## src/rtl/biriscv_mule_iter.sv

```systemverilog
// Iterative shift-add multiplier for RV32M MUL/MULH/MULHSU/MULHU.
// Consumes BITS_PER_CYCLE multiplier bits per RUN cycle and returns one registered result.
module biriscv_mule_iter #(
   parameter int unsigned BITS_PER_CYCLE = 2
) (
   input  logic        clk_i,
   input  logic        rst_i,
   input  logic        opcode_valid_i,
   input  logic [31:0] opcode_opcode_i,
   input  logic [4:0]  opcode_rd_idx_i,
   input  logic [31:0] opcode_ra_operand_i,
   input  logic [31:0] opcode_rb_operand_i,
   input  logic        hold_i,
   input  logic        flush_i,
   output logic        stall_o,
   output logic        mule_complete_o,
   output logic [31:0] mule_result_o,
   output logic [4:0]  mule_rd_idx_o
);

   localparam int unsigned ITER     = 32 / BITS_PER_CYCLE;
   localparam logic [5:0]  LAST_CNT = 6'(ITER - 1);

   typedef enum logic [1:0] {StIdle, StRun, StDone} state_e;

   state_e      state_q;
   logic [5:0]  cnt_q;
   logic [63:0] acc_q;
   logic [63:0] a_q;
   logic [31:0] b_q;
   logic        neg_q;
   logic [1:0]  op_q;
   logic [4:0]  rd_q;
   logic        complete_q;
   logic [31:0] result_q;
   logic [4:0]  rd_out_q;

   logic        is_mul;
   logic        accept;
   logic [1:0]  funct;
   logic        sign_a;
   logic        sign_b;
   logic [31:0] mag_a;
   logic [31:0] mag_b;
   logic [63:0] partial;
   logic [63:0] acc_next;
   logic [63:0] prod;
   logic [31:0] prod_word;
   logic        unused_opcode_bits;

   assign is_mul = opcode_valid_i && (opcode_opcode_i[6:0] == 7'b0110011) &&
                   (opcode_opcode_i[31:25] == 7'b0000001) && !opcode_opcode_i[14];
   assign funct  = opcode_opcode_i[13:12];
   assign accept = is_mul && (state_q == StIdle) && !hold_i && !flush_i;

   // rs1 signed except MULHU; rs2 signed only for MUL and MULH.
   assign sign_a = (funct != 2'b11) && opcode_ra_operand_i[31];
   assign sign_b = !funct[1] && opcode_rb_operand_i[31];
   assign mag_a  = sign_a ? (~opcode_ra_operand_i + 32'd1) : opcode_ra_operand_i;
   assign mag_b  = sign_b ? (~opcode_rb_operand_i + 32'd1) : opcode_rb_operand_i;

   assign unused_opcode_bits = ^{opcode_opcode_i[24:15], opcode_opcode_i[11:7]};

   always_comb begin
      partial = '0;
      for (int unsigned i = 0; i < BITS_PER_CYCLE; i++) begin
         if (b_q[i]) partial = partial + (a_q << i);
      end
      acc_next  = acc_q + partial;
      prod      = neg_q ? (~acc_next + 64'd1) : acc_next;
      prod_word = (op_q == 2'b00) ? prod[31:0] : prod[63:32];
   end

   always_ff @(posedge clk_i or negedge rst_i) begin
      if (!rst_i) begin
         state_q    <= StIdle;
         cnt_q      <= '0;
         acc_q      <= '0;
         a_q        <= '0;
         b_q        <= '0;
         neg_q      <= 1'b0;
         op_q       <= '0;
         rd_q       <= '0;
         complete_q <= 1'b0;
         result_q   <= '0;
         rd_out_q   <= '0;
      end else if (flush_i) begin
         state_q    <= StIdle;
         complete_q <= 1'b0;
      end else if (!hold_i) begin
         unique case (state_q)
            StIdle: begin
               if (accept) begin
                  rd_q  <= opcode_rd_idx_i;
                  op_q  <= funct;
                  neg_q <= sign_a ^ sign_b;
                  a_q   <= {32'd0, mag_a};
                  b_q   <= mag_b;
                  acc_q <= '0;
                  cnt_q <= '0;
                  if ((opcode_ra_operand_i == 32'd0) || (opcode_rb_operand_i == 32'd0)) begin
                     state_q    <= StDone;
                     complete_q <= 1'b1;
                     result_q   <= '0;
                     rd_out_q   <= opcode_rd_idx_i;
                  end else begin
                     state_q <= StRun;
                  end
               end
            end
            StRun: begin
               acc_q <= acc_next;
               a_q   <= a_q << BITS_PER_CYCLE;
               b_q   <= b_q >> BITS_PER_CYCLE;
               cnt_q <= cnt_q + 6'd1;
               // Outputs are captured from the final accumulation on entry to DONE.
               if (cnt_q == LAST_CNT) begin
                  state_q    <= StDone;
                  complete_q <= 1'b1;
                  result_q   <= prod_word;
                  rd_out_q   <= rd_q;
               end
            end
            StDone: begin
               state_q    <= StIdle;
               complete_q <= 1'b0;
            end
            default: state_q <= StIdle;
         endcase
      end
   end

   assign stall_o         = (state_q != StIdle) || accept;
   assign mule_complete_o = complete_q;
   assign mule_result_o   = result_q;
   assign mule_rd_idx_o   = rd_out_q;

endmodule

```

## config.mk

```make
export PLATFORM = sky130hd
export DESIGN_NAME = biriscv_mule_iter
export DESIGN_NICKNAME = d
export VERILOG_FILES = /design/src/rtl/biriscv_mule_iter.sv
export SDC_FILE = /design/constraint.sdc
export NUM_CORES = 1
export LEC_CHECK = 0
export ABC_AREA = 1
export BUFFER_PORTS_ARGS = -buffer_cell sky130_fd_sc_hd__buf_2
export CAP_MARGIN = 15
export CORE_MARGIN = 5
export CORE_UTILIZATION = 35
export DETAILED_ROUTE_END_ITERATION = 8
export PLACE_DENSITY_LB_ADDON = 0.3
export SLEW_MARGIN = 15
export SYNTH_ARGS = -nofsm -noshare
export SYNTH_HDL_FRONTEND = slang
export SYNTH_SLANG_ARGS = --single-unit
```

## constraint.sdc

```tcl
create_clock -name clk_i -period 14.1 [get_ports clk_i]
set_clock_uncertainty 0.15 [all_clocks]
set_input_delay 0.705 -clock clk_i [delete_from_list [all_inputs] [get_ports clk_i]]
set_output_delay 0.705 -clock clk_i [all_outputs]
set_load 0.02 [all_outputs]
```

==> out/results.ini <==
[worst_setup_path]
crit_type=reg -> reg
r2r_start=b_q[0]
cpMaxStageDelayCell=o21ai_0
critPathMostFrequentCell=nand2_1
endpoint=mule_result_o[19]
worst_ep_arrival_time_ns=7.60
reg2reg_to=mule_result_o[19]
ff2ff_path_depth=39
cp.required_ns=14.44
reg2reg_setup_slack_ns=6.84
critical-path-max-stage-delay_ns=0.65
worst_setup_path_start_kind=register
crit_start=b_q[0]
worstSetupEndpointType=register
critPathMaxFanout=71

[final_layout]
final_area_um2=26200
fin_nets=4333
syn_to_final_growth_pct=10.6
drive_gt1_frac=0.0814

[clock_tree]
cts-buffers-inserted=29
cts.htree.levels=1
cts_max_path_buffers=3
post_cts_resized=0
numClockSinks=214
clk_latency_ns=0.61
cts_tree=yes
path_clk_slew_ns=0.06
cts-root-buf=clkbuf_16
post_cts_buffers=0
cts_hold_buf=0

[power_and_ir_drop]
p_sw_frac=0.374
power.density_nw_per_um2=74.4
switching_power_mw=0.729
vdd_drop_max_mv=0.0801
internal_power_mw=1.22
p_comb_frac=0.278
clkPwrFrac=0.401
pwr-share-seq=0.321
p_leak_nw=14.6

[floorplan]
start_util=0.353
die_h_um=270
core_area_um2=67200
dieArea_um2=73000
rows=95
die_w_um=270
io_pins=145

[routing]
drtAntennaViolNets=0
post-route-drc-count=0
drt_iter0_drc=2371
drt-pass1-iter-count=6
via_count=26400
routed_via_density=5.26
routed_wl_um=89800
drt-wirelength-per-cell_um=17.9

[min_path]
holdCritPathClass=in -> async

[global_routing]
grt-ovfl-total=0
grt_pass1_wl_um=138000
grt_pass1_vias=24800
grt_util_all_layers=0.236
antenna_found_initial=6
grt_start_max_net_pins=105

[timing]
finalHoldViolCount=0
rsz0062_at_grt=false
finalSetupViolations=0
max_freq_ghz=0.138
worst_slew_pin_slew_ns=1.10
final.setup.tns_ns=0
slew_viol_final=0
slew_headroom=0.265
period_needed_ns=7.26
worst_hold_slack_ns=0.0259
fin_crit_sh=0.515

[synth]
yosys.area_share.simple=0.385
avgSynthCellArea_um2=5.88
synthXorXnorAreaFrac=0.0369
netlist_area_um2=23700
async_reset_ff_frac=1.00
synth_top_family_by_area=simple AND/OR/NAND/NOR gates
synth.area.mux_share=0.00544
syn_nets=4250
ys.warnings.count=0
synth_compound_area_frac=0.167
synth_area_leaders=dfrtp_1 (23%), nand2_1 (21%), inv_1 (9.9%)
synth_cell_types=64
synth_area_leader_cell=dfrtp_1
dominantRegCellSynth=dfrtp_1
yosysSeqAreaShare=0.226
ys_seq_elements=214
netlist_instances=4032
synth_edf_count=0
synthAdderAreaFrac=0.0598
synth.top_cell.area_share=0.226

[job]
maxCapViolations=0

[place]
globalplace.congestion=0.990
portBuffers=129
hpwlAfterDp_um=72300
placed_cell_area_um2=25200

[outcome]
status=completed

-- per-stage QoR --
| stage | setup WS, ns | utilization | cells | total power [mW] |
|---|---|---|---|---|
| after floorplan | 8.85 | - | 4032 | 0.986 |
| after global placement | 6.94 | 0.375 | 4957 | 1.16 |
| after detailed placement | 6.93 | 0.375 | 4957 | 1.16 |
| after CTS | 6.89 | 0.390 | 5011 | 1.95 |
| after global routing | 6.32 | 0.390 | 5012 | 2.05 |
| final | 6.84 | 0.390 | 5012 | 1.95 |
-- layout make-up --
class	instances	area, µm²
flip-flops and latches	214	5360
fillers	7366	41000
well taps	873	1090
diodes	1	2.50
inverters	652	2450
multi-input cells	3073	15500
clock inverters	17	186
repair buffers	145	776
clock buffers	37	816
-- state kept, by name, summed over array words and instances (netlist names) --
name and count:
a_q 64, acc_q 64, b_q 32, mule_result_o 32
cnt_q 6, mule_rd_idx_o 5, rd_q 5, op_q 2
state_q 2, mule_complete_o 1, neg_q 1
-- worst max-delay path: cells and delay by family, from the launching register on --
kind / cells / cell delay, ns
XOR/XNOR: 1 / 0.16
adder cells (fa/ha/maj): 3 / 0.95
AND/OR/NAND/NOR: 22 / 2.72
buffers and inverters: 7 / 1.04
flip-flops: 1 / 0.34
AO/OA/AOI/OAI: 6 / 1.73
-- logic make-up (layout without fill, tap and decap cells) --
| kind of cell | count (synthesis) | in the layout |
|---|---|---|
| buffers and inverters | 745 | 851 |
| adders and majority gates | 112 | 112 |
| muxes | 12 | 12 |
| AOI/OAI and AO/OA | 691 | 691 |
| and+or+nand+nor | 2159 | 2159 |
| xor gates and xnor gates | 99 | 99 |
| other | 0 | 1 |
| DFF | 214 | 214 |
-- worst min path at each step --
stage	from	endpoint	slack [ns]	cells after the start
after floorplan	rst_i	a_q[0]	0.26	0
after global routing	rst_i	a_q[53]	0.09	1
after detailed placement	mule_result_o[26]	mule_result_o[26]	0.31	2
after CTS	rst_i	a_q[52]	0.04	1
final	rst_i	a_q[50]	0.03	1
after global placement	mule_result_o[12]	mule_result_o[12]	0.31	2
-- power by group through the flow --
stage | logic [mW] | registers [mW] | clock network [mW]
after floorplan | 0.351 | 0.635 | 0
after global placement | 0.525 | 0.637 | 0
after detailed placement | 0.528 | 0.637 | 0
after CTS | 0.530 | 0.626 | 0.799
after global routing | 0.600 | 0.626 | 0.824
final | 0.542 | 0.626 | 0.782
-- per-layer routing --
metal / global-route usage / share of wire / vias to the layer above / wire [µm]
met1: 0.323 / 0.44 / 12100 / 39700
met4: 0.0960 / 0.047 / 8 / 4260
li1: - / - / 13200 / -
met3: 0.0271 / 0.072 / 167 / 6450
met5: 0 / 0.00051 / - / 46
met2: 0.380 / 0.44 / 922 / 39400
-- synthesized netlist by cell type, drive strengths merged, types with 5 or more instances --
master and number:
a21o 9, a21oi 202, a31oi 25, buf 23, clkbuf 70, clkinv 5, dfrtp 214, ha 110
inv 647, mux2 7, mux2i 5, nand2 1331, nand3 279, nand3b 19, nand4 44, nor2 407
nor3 40, nor4 14, o211ai 13, o21a 6, o21ai 300, o21bai 15, o221ai 56, o22ai 39
o31ai 9, or2 18, xnor2 23, xor2 76
-- cells in the final DEF (no fill, tap or decap), drive strengths merged, types with 5 or more instances in the layout --
cell	Yosys	layout
or2	18	18
o21bai	15	15
a31oi	25	25
xnor2	23	23
xor2	76	76
o221ai	56	56
nand2	1331	1331
mux2i	5	5
buf	23	145
clkinv	5	13
o211ai	13	13
a21o	9	9
inv	647	650
nand3b	19	19
o21ai	300	300
a21oi	202	202
nand3	279	279
nor2	407	407
o22ai	39	39
clkbuf	70	37
o31ai	9	9
ha	110	110
nor3	40	40
nand4	44	44
o21a	6	6
nor4	14	14
mux2	7	7
dfrtp	214	214
Power figures use the tool's default switching activity.
